$ cat src/rtl/uart_dbg_pkg.sv
// Shared types and helpers for the test_value UART debug serializer.
//   tx_state_e   : byte serializer FSM states
//   ASCII_CR/LF  : line terminator characters
//   hex_to_ascii : 4-bit nibble -> uppercase hex ASCII character
package uart_dbg_pkg;

  typedef enum logic [1:0] {
    IDLE  = 2'd0,
    START = 2'd1,
    DATA  = 2'd2,
    STOP  = 2'd3
  } tx_state_e;

  localparam logic [7:0] ASCII_CR = 8'h0D;
  localparam logic [7:0] ASCII_LF = 8'h0A;

  // 0-9 -> '0'-'9', A-F -> 'A'-'F'
  function automatic logic [7:0] hex_to_ascii(input logic [3:0] nibble);
    if (nibble < 4'd10) begin
      return 8'h30 + {4'h0, nibble};
    end
    return 8'h37 + {4'h0, nibble};
  endfunction

endpackage

$ cat src/rtl/uart_tx_byte.sv
// 8N1 UART byte serializer, LSB first.
//   clk, rst_n : clock, asynchronous active-low reset
//   valid      : byte offered on data; accepted when valid & ready
//   data       : byte to send
//   ready      : high in idle and during the final cycle of a stop bit, so a
//                byte offered then starts with no gap after the stop bit
//   tx         : serial line, idle high
module uart_tx_byte
  import uart_dbg_pkg::*;
#(
  parameter int unsigned CLKS_PER_BIT = 434
) (
  input  logic       clk,
  input  logic       rst_n,
  input  logic       valid,
  input  logic [7:0] data,
  output logic       ready,
  output logic       tx
);

  localparam int unsigned CNT_W = $clog2(CLKS_PER_BIT);
  localparam logic [CNT_W-1:0] CNT_LAST = CNT_W'(CLKS_PER_BIT - 1);

  tx_state_e        state, state_n;
  logic [CNT_W-1:0] baud_cnt, baud_cnt_n;
  logic [2:0]       bit_cnt, bit_cnt_n;
  logic [7:0]       shreg, shreg_n;
  logic             tx_n;
  logic             ready_n;
  logic             tick_c;
  logic             accept_c;

  // State and datapath registers
  always_ff @(posedge clk or negedge rst_n) begin
    if (!rst_n) begin
      state    <= IDLE;
      baud_cnt <= '0;
      bit_cnt  <= '0;
      shreg    <= '0;
      tx       <= 1'b1;
      ready    <= 1'b1;
    end else begin
      state    <= state_n;
      baud_cnt <= baud_cnt_n;
      bit_cnt  <= bit_cnt_n;
      shreg    <= shreg_n;
      tx       <= tx_n;
      ready    <= ready_n;
    end
  end

  // Next-state, line level and ready look-ahead
  always_comb begin
    state_n    = state;
    baud_cnt_n = baud_cnt;
    bit_cnt_n  = bit_cnt;
    shreg_n    = shreg;
    tx_n       = tx;
    tick_c     = (baud_cnt == CNT_LAST);
    accept_c   = valid & ready;

    case (state)
      IDLE: begin
        tx_n = 1'b1;
        if (accept_c) begin
          shreg_n    = data;
          baud_cnt_n = '0;
          bit_cnt_n  = '0;
          tx_n       = 1'b0;
          state_n    = START;
        end
      end
      START: begin
        if (tick_c) begin
          baud_cnt_n = '0;
          tx_n       = shreg[0];
          state_n    = DATA;
        end else begin
          baud_cnt_n = baud_cnt + CNT_W'(1);
        end
      end
      DATA: begin
        if (tick_c) begin
          baud_cnt_n = '0;
          if (bit_cnt == 3'd7) begin
            tx_n    = 1'b1;
            state_n = STOP;
          end else begin
            bit_cnt_n = bit_cnt + 3'd1;
            shreg_n   = shreg >> 1;
            tx_n      = shreg[1];
          end
        end else begin
          baud_cnt_n = baud_cnt + CNT_W'(1);
        end
      end
      STOP: begin
        if (tick_c) begin
          baud_cnt_n = '0;
          if (accept_c) begin
            // back-to-back: next start bit follows this stop bit directly
            shreg_n   = data;
            bit_cnt_n = '0;
            tx_n      = 1'b0;
            state_n   = START;
          end else begin
            tx_n    = 1'b1;
            state_n = IDLE;
          end
        end else begin
          baud_cnt_n = baud_cnt + CNT_W'(1);
        end
      end
      default: begin
        state_n = IDLE;
        tx_n    = 1'b1;
      end
    endcase

    // ready is registered, so predict it from next-cycle state
    ready_n = (state_n == IDLE) || ((state_n == STOP) && (baud_cnt_n == CNT_LAST));
  end

endmodule

$ cat config.mk
export PLATFORM = sky130hd
export DESIGN_NAME = uart_tx_byte
export DESIGN_NICKNAME = d
export VERILOG_FILES = /design/src/rtl/uart_dbg_pkg.sv /design/src/rtl/uart_tx_byte.sv
export SDC_FILE = /design/constraint.sdc
export NUM_CORES = 1
export LEC_CHECK = 0
export BUFFER_PORTS_ARGS = -buffer_cell sky130_fd_sc_hd__buf_4
export CORE_MARGIN = 4
export CORE_UTILIZATION = 63
export DETAILED_ROUTE_END_ITERATION = 8
export PLACE_DENSITY = 0.9
export SETUP_SLACK_MARGIN = 0.05
export SYNTH_ARGS = -nofsm -noshare
export SYNTH_HDL_FRONTEND = slang
export SYNTH_SLANG_ARGS = --single-unit
$ cat constraint.sdc
create_clock -name clk -period 6.1 [get_ports clk]
set_input_delay 0.61 -clock clk [delete_from_list [all_inputs] [get_ports clk]]
set_output_delay 0.61 -clock clk [all_outputs]
set_load 0.02 [all_outputs]
==> results of run 1 <==
[worst reg2reg max path, stage by stage, from the launching register on]
cell	delay [ps]
dfrtp_1	440
inv_1	120
ha_1	150
or4b_4	480
o21ai_0	350
a22oi_1	290
nor2_4	290
mux2_2	370
[cell type report]
cell class	count	area, um2
clock buffer	4	36.28
fill	179	604.3
multi-input combinational	115	820.8
timing repair buffer	12	90.09
tap	28	35.03
inverter	6	22.52
sequential	24	603.1
[layer usage]
metal	vias to the layer above	part of all wire, %
met5	-	0
met4	0	1.2
met3	6	5.0
met2	42	48
met1	583	46
li1	587	-
[logic make-up (layout without fill, tap and decap cells)]
| logic type | Yosys count | in the layout | synth area share (%) |
|---|---|---|---|
| compound gates | 40 | 40 | 18.48 |
| flops | 24 | 24 | 40.85 |
| simple gates | 51 | 51 | 18.14 |
| mux | 16 | 16 | 12.20 |
| buf+inv | 12 | 22 | 3.559 |
| fa+ha+maj | 8 | 8 | 6.780 |
[worst paths after layout]
path	to	slack, ps	cells after the start
worst max-delay path	shreg[5]	3510	7
worst min-delay path	state[1]	170	1
worst max register to register	shreg[5]	3510	7
worst min register to register	shreg[0]	530	1
max in group asynchronous	ready	5650	1
min in group clk	shreg[7]	510	3
[registers in the layout, indices dropped and copies added (netlist names)]
register / flops
tx: 1
state: 2
shreg: 8
bit_cnt: 3
baud_cnt: 9
ready: 1
[metrics by stage]
step / worst slack, ps / std cells / util, % / hold slack (ps) / area [um2]
3_5_place_dp: 3570 / 185 / 71.04 / 493.2 / 1572
5_1_grt: 3399 / 189 / 72.68 / 170.2 / 1608
4_1_cts: 3535 / 189 / 72.68 / 176.2 / 1608
6_report: 3505 / 189 / 72.68 / 165.3 / 1608
3_3_place_gp: 3738 / 185 / 71.04 / 483.8 / 1572
2_1_floorplan: 3874 / 151 / - / 314.4 / 1476
[cell usage in the layout, fill, tap and decap left out, types with 2 or more instances in the layout]
master / Yosys / routed
o31ai_1: 6 / 6
nand2_1: 16 / 16
dfrtp_1: 22 / 22
or2_2: 2 / 2
nand4_1: 4 / 4
mux2_2: 16 / 16
o211ai_1: 2 / 2
clkbuf_4: 0 / 3
buf_4: 0 / 12
nand3_1: 5 / 5
dfstp_2: 2 / 2
nor3_1: 3 / 3
o21ai_0: 14 / 14
inv_1: 6 / 6
ha_1: 8 / 8
a31oi_1: 2 / 2
nor2_1: 9 / 9
or4_1: 2 / 2
[power by group]
group          internal, mW  switching, mW  total (mW)
Clock                0.0365         0.0471      0.0836
Sequential            0.159              0       0.159
Combinational       0.00572        0.00448      0.0102
==> key figures, run 1 <==
Global route
  – Number of antenna violations at the first check in global routing: 0
  – Congestion Overflow GR: 0
  – Met2 capacity usage during global routing: between 30% and 40%
  – Vias in the first global route: 1102
  – Top Usage Layer GRT: met2
  – Overall global routing resource usage: 20.21%
  – Met3 Track Usage GR: 2.529%
  – Global-route wire length before repair: a little over 5000 um
  – Largest net degree at the start of global routing: 25
  – Met1 demand-to-capacity share in global routing: 28.99%

Drt
  – DR iter-0 viols: 48
  – Number of detailed-route iterations in the first pass: 4
  – Routed Antenna Nets: 0
  – Count of vias placed by the detailed router: ~1200
  – Per-cell routed wire length: about 16 um
  – Count of unresolved DRC violations after routing: 0
  – Via-per-instance ratio: about 6.4
  – Total routed wirelength: just under 3000 um

Yosys
  – Top_reg_cell synth: dfrtp_1
  – Total of flip-flops plus latches after synthesis: 24
  – Count of flip-flops with a built-in enable after synthesis: 0
  – Ranking of synthesized cells by instance count: dfrtp_1 (22), mux2_2 (16), nand2_1 (16)
  – Top post-synthesis cells by area: dfrtp_1 (37%), mux2_2 (12%), ha_1 (6.8%), o21ai_0 (4.7%), nand2_1 (4.1%)
  – Most common cell in the netlist: dfrtp_1
  – Syn Inst Count: 151
  – Count of synthesis-stage warnings from yosys: 0
  – Post-synth top area share: 37.29%
  – Post-synth design cell area: roughly 0.0015 mm2
  – Number of library cell types mapped by synthesis: 44
  – Mean instance size in the synthesized netlist: roughly 9.8 um2
  – Sequential fraction of the synthesis area: around two fifths
  – Library cell occupying the most area in the post-synthesis netlist: dfrtp_1
  – Asr flop ratio synth: 100.0%
  – Mapped Nets: 170

Floorplanning
  – Area of the core region: around 0.0022 mm2
  – Number of ports placed on the die boundary: 13
  – Die area: around 0.0032 mm2
  – Cell row count: 17
  – Height of the die: between 50 and 60 um
  – Horizontal die dimension: roughly 56 um
  – Effective utilization at floorplan: approximately two thirds

Worst setup path
  – Worst Path Required: 6310 ps
  – Bufs and invs on worst path: 1
  – Arr. time, crit path: between 2000 and 3000 ps
  – Gate family responsible for the most delay along the worst path: simple AND/OR/NAND/NOR gates
  – Critical path's largest stage delay: about 480 ps
  – Series of cell instances along the critical path: inv_1 -> ha_1 -> or4b_4 -> o21ai_0 -> a22oi_1 -> nor2_4 -> mux2_2
  – Start point of the critical path: baud_cnt[1]
  – Critical Path Start Type: flop
  – Category of the critical setup timing path: reg2reg
  – Highest fanout seen on the critical path: 8
  – Worst R2R Start: baud_cnt[1]
  – Type of element capturing the critical path: flop
  – Crit-path slowest cell: or4b_4

Finish
  – Diodes inserted: 0
  – Area growth, synth to finish: 8.898%
  – Proportion of layout cells with a drive suffix above 1: about a quarter
  – Final net count: about 180

Clocking
  – Resized cells post-CTS: 0
  – Num Clock Sinks: 24
  – H-Tree Depth: 1
  – CTS tree: built
  – Number of buffers inserted during clock tree synthesis: 3
  – Post-CTS setup repair buffer count: 0
  – Buffer cell driving the clock tree root: clkbuf_4
  – Buffer levels on the longest clock path: 2
  – Clock-pin transition on the worst setup and hold timing paths: roughly 130 ps
  – Number of hold buffers added after CTS: 0
  – Worst-Skew Late Latency: a little over 300 ps

Place
  – Number of input and output port buffers inserted: 12
  – Routability-driven placement congestion ratio: 0.8460
  – HPWL after DPL: 2132 um

Timing
  – Final Cycle Share: 42.54%
  – Count of final setup violators: 0
  – Fin. max-slew vios: 0
  – Min Tclk post-route: ~2600 ps
  – Unrepaired setup endpoints after global routing: false
  – Skew final: roughly 3.4 ps
  – Sum of negative setup slack: 0 ps
  – Fmax achieved: a little under 0.4 GHz
  – Headroom to the max-slew limit: 54.77%
  – Slew @ Worst Pin: between 600 and 700 ps
  – Final number of hold-violating endpoints: 0

Run
  – Max_cap viols: 0

Outcome
  – Status: completed

Pwr
  – Peak VDD IR: roughly 0.13 mV
  – Leakage component of the power: roughly 0.75 nW
  – Final Power: ~0.25 mW
  – Power density over the cells: approximately 160 mW/mm2

Worst hold path
  – Type of the worst min-delay path: in2async
(Power assumes the default switching activity.)
==> inputs of run 2 (changes only) <==
--- a/config.mk
+++ b/config.mk
@@ -7,9 +7,9 @@
 export LEC_CHECK = 0
 export BUFFER_PORTS_ARGS = -buffer_cell sky130_fd_sc_hd__buf_4
 export CORE_MARGIN = 4
-export CORE_UTILIZATION = 63
+export CORE_UTILIZATION = 58
 export DETAILED_ROUTE_END_ITERATION = 8
-export PLACE_DENSITY = 0.9
+export PLACE_DENSITY = 0.84
 export SETUP_SLACK_MARGIN = 0.05
 export SYNTH_ARGS = -nofsm -noshare
 export SYNTH_HDL_FRONTEND = slang
==> constraint.sdc (replaced) <==
create_clock -name clk -period 2.6 [get_ports clk]
set_input_delay 0.26 -clock clk [delete_from_list [all_inputs] [get_ports clk]]
set_output_delay 0.26 -clock clk [all_outputs]
set_load 0.02 [all_outputs]
==> key figures, run 2 (synthesis gave the netlist of run 1 again) <==
Outcome
  – Status: completed (unchanged)

Clocking
  – Clock-pin transition on the worst setup and hold timing paths: 140 ps (was 130 ps)
  – Number of buffers inserted during clock tree synthesis: 3 (unchanged)
  – Worst-Skew Late Latency: 330 ps (was 310 ps)
  – H-Tree Depth: 1 (unchanged)
  – Buffer cell driving the clock tree root: clkbuf_4 (unchanged)
  – CTS tree: built (unchanged)
  – Buffer levels on the longest clock path: 2 (unchanged)
  – Num Clock Sinks: 24 (unchanged)

Global route
  – Congestion Overflow GR: 0 (unchanged)
  – Overall global routing resource usage: 20.96% (was 20.21%)
  – Global-route wire length before repair: 5533 um (was 5112 um)
  – Largest net degree at the start of global routing: 25 (unchanged)
  – Vias in the first global route: 1204 (was 1102)
  – Number of antenna violations at the first check in global routing: 0 (unchanged)

Finish
  – Final net count: 188 (was 181)
  – Register Area: 603.1 um2 (unchanged)
  – Most frequent standard cell in the layout excluding fill and tap cells: dfrtp_1 (unchanged)
  – Diodes inserted: 0 (unchanged)
  – Fillers: 185 (was 179)
  – Area taken by multi-input logic gates: 820.8 um2 (unchanged)
  – Area growth, synth to finish: 13.90% (was 8.898%)
  – Finished layout cell area: 0.001682 mm2 (was 0.001608 mm2)
  – Largest register by flop count: baud_cnt (unchanged)
  – Top library cells by usage in the layout, fill and taps aside: dfrtp_1 (22), buf_4 (18), nand2_1 (16), mux2_2 (16), o21ai_0 (14) (was dfrtp_1 (22), nand2_1 (16), mux2_2 (16), o21ai_0 (14), buf_4 (12))
  – Proportion of layout cells with a drive suffix above 1: 27.38% (was 24.84%)
  – Registers with the most flip-flops: baud_cnt: 9 flops, shreg: 8 flops, bit_cnt: 3 flops (unchanged)
  – Max reg flops: 9 (unchanged)

Place
  – HPWL after DPL: 2257 um (was 2132 um)
  – Cell Area, Placed: 0.001612 mm2 (was 0.001572 mm2)
  – Number of input and output port buffers inserted: 12 (unchanged)
  – Routability-driven placement congestion ratio: 0.8604 (was 0.8460)

Worst setup path
  – Worst R2R Start: baud_cnt[0] (was baud_cnt[1])
  – Type of element capturing the critical path: flop (unchanged)
  – Capture point of the worst reg-to-reg path: ready (was shreg[5])
  – Register-to-register setup slack: 190 ps (was 3510 ps)
  – Critical Path Start Type: flop (unchanged)
  – Category of the critical setup timing path: reg2reg (unchanged)
  – Arr. time, crit path: 2660 ps (was 2810 ps)
  – Highest fanout seen on the critical path: 9 (was 8)
  – Worst Reg-to-Reg Cells: 7 (unchanged)
  – Worst Path Required: 2840 ps (was 6310 ps)

Pwr
  – Peak VDD IR: 0.3659 mV (was 0.1255 mV)
  – Leakage component of the power: 0.7909 nW (was 0.7479 nW)
  – Power density over the cells: 404.1 mW/mm2 (was 157.3 mW/mm2)
  – Final Power: 0.6795 mW (was 0.2529 mW)

Timing
  – Unrepaired setup endpoints after global routing: false (unchanged)
  – Fin. max-slew vios: 0 (unchanged)
  – Final number of hold-violating endpoints: 0 (unchanged)
  – Count of final setup violators: 0 (unchanged)
  – Headroom to the max-slew limit: 61.18% (was 54.77%)
  – Min Tclk post-route: 2413 ps (was 2595 ps)
  – Sum of negative setup slack: 0 ps (unchanged)
  – Fmax achieved: 0.4145 GHz (was 0.3854 GHz)
  – Skew final: 5.063 ps (was 3.421 ps)
  – Final Cycle Share: 92.80% (was 42.54%)
  – Minimum hold slack: 147.9 ps (was 165.3 ps)
  – Slew @ Worst Pin: 582.2 ps (was 678.5 ps)

Floorplanning
  – Height of the die: 58.46 um (was 56.41 um)
  – Horizontal die dimension: 58.46 um (was 56.41 um)
  – Cell row count: 18 (was 17)
  – Effective utilization at floorplan: 60.14% (was 66.74%)
  – Area of the core region: 0.002455 mm2 (was 0.002212 mm2)
  – Number of ports placed on the die boundary: 13 (unchanged)
  – Die area: 0.003417 mm2 (was 0.003182 mm2)

Worst hold path
  – Hold Startpoint: data[7]
  – End point of the worst hold path: shreg[7]
  – Type of the worst min-delay path: in2reg (was in2async)
  – Count of cells along the worst hold path: 3

Run
  – Max_cap viols: 0 (unchanged)

Drt
  – Number of detailed-route iterations in the first pass: 4 (unchanged)
  – Total routed wirelength: 3222 um (was 2975 um)
  – DR iter-0 viols: 84 (was 48)
  – Via-per-instance ratio: 6.439 (was 6.444)
  – Per-cell routed wire length: 16.27 um (was 15.74 um)
  – Count of vias placed by the detailed router: 1275 (was 1218)
  – Routed Antenna Nets: 0 (unchanged)
  – Count of unresolved DRC violations after routing: 0 (unchanged)
==> run 2: cell count changes in the layout (fill, tap and decap cells not counted) <==
cell,previous run,this run
bufinv_16,0,1
dlygate4sd3_1,0,1
buf_4,12,18
clkbuf_8,1,0
==> run 2: per-layer routing <==
metal / global-route usage, % / part of all wire, % / up-vias
li1: - / - / 595
met1: 27.40 / 44 / 599
met2: 33.17 / 46 / 66
met3: 3.509 / 6.0 / 15
met4: 11.26 / 3.7 / 0
met5: 0 / 0 / -
==> run 2: power breakdown <==
| group | switching [mW] | total, mW | internal (mW) |
|---|---|---|---|
| sequential | 0 | 0.374 | 0.374 |
| clock | 0.124 | 0.280 | 0.156 |
| combinational | 0.0111 | 0.0255 | 0.0144 |
==> run 2: worst max path at each step <==
stage                      startpoint    endpoint
after floorplan           baud_cnt[1]  bit_cnt[0]
after global placement    baud_cnt[0]    shreg[5]
after detailed placement  baud_cnt[0]    shreg[5]
after CTS                 baud_cnt[0]    shreg[5]
after global routing      baud_cnt[0]       ready
final                     baud_cnt[0]       ready
==> run 2: cell type report <==
| class | instances | area share (%) |
|---|---|---|
| tap | 30 | 2.232 |
| inverter | 6 | 1.339 |
| timing repair buffer | 19 | 8.631 |
| clock inverter | 1 | 1.786 |
| multi-input combinational | 115 | 48.81 |
| clock buffer | 3 | 1.339 |
| sequential | 24 | 35.86 |
==> run 2: worst max-delay path, cell delays in order (launching register included) <==
cell      delay (ps)
dfrtp_1          520
ha_1             180
or4b_4           490
or2_4            260
a222oi_1         380
buf_4            190
nand4_1           70
o31ai_1          240
==> run 2: through the flow <==
step           setup WS, ps  cells  util, %
6_report              187.3    198    68.50
5_1_grt               64.61    198    68.50
3_3_place_gp          310.1    192    65.65
3_5_place_dp          236.9    192    65.65
2_1_floorplan         373.7    151        -
4_1_cts               214.3    197    68.20
==> run 2: timing repair <==
action | in CTS | in global routing
hold buffers | 1 | 0
setup buffers | 0 | 1
hold endpoints to repair | 22 | 0
endpoints found under the setup margin | 0 | 1
resized for setup | 0 | 0
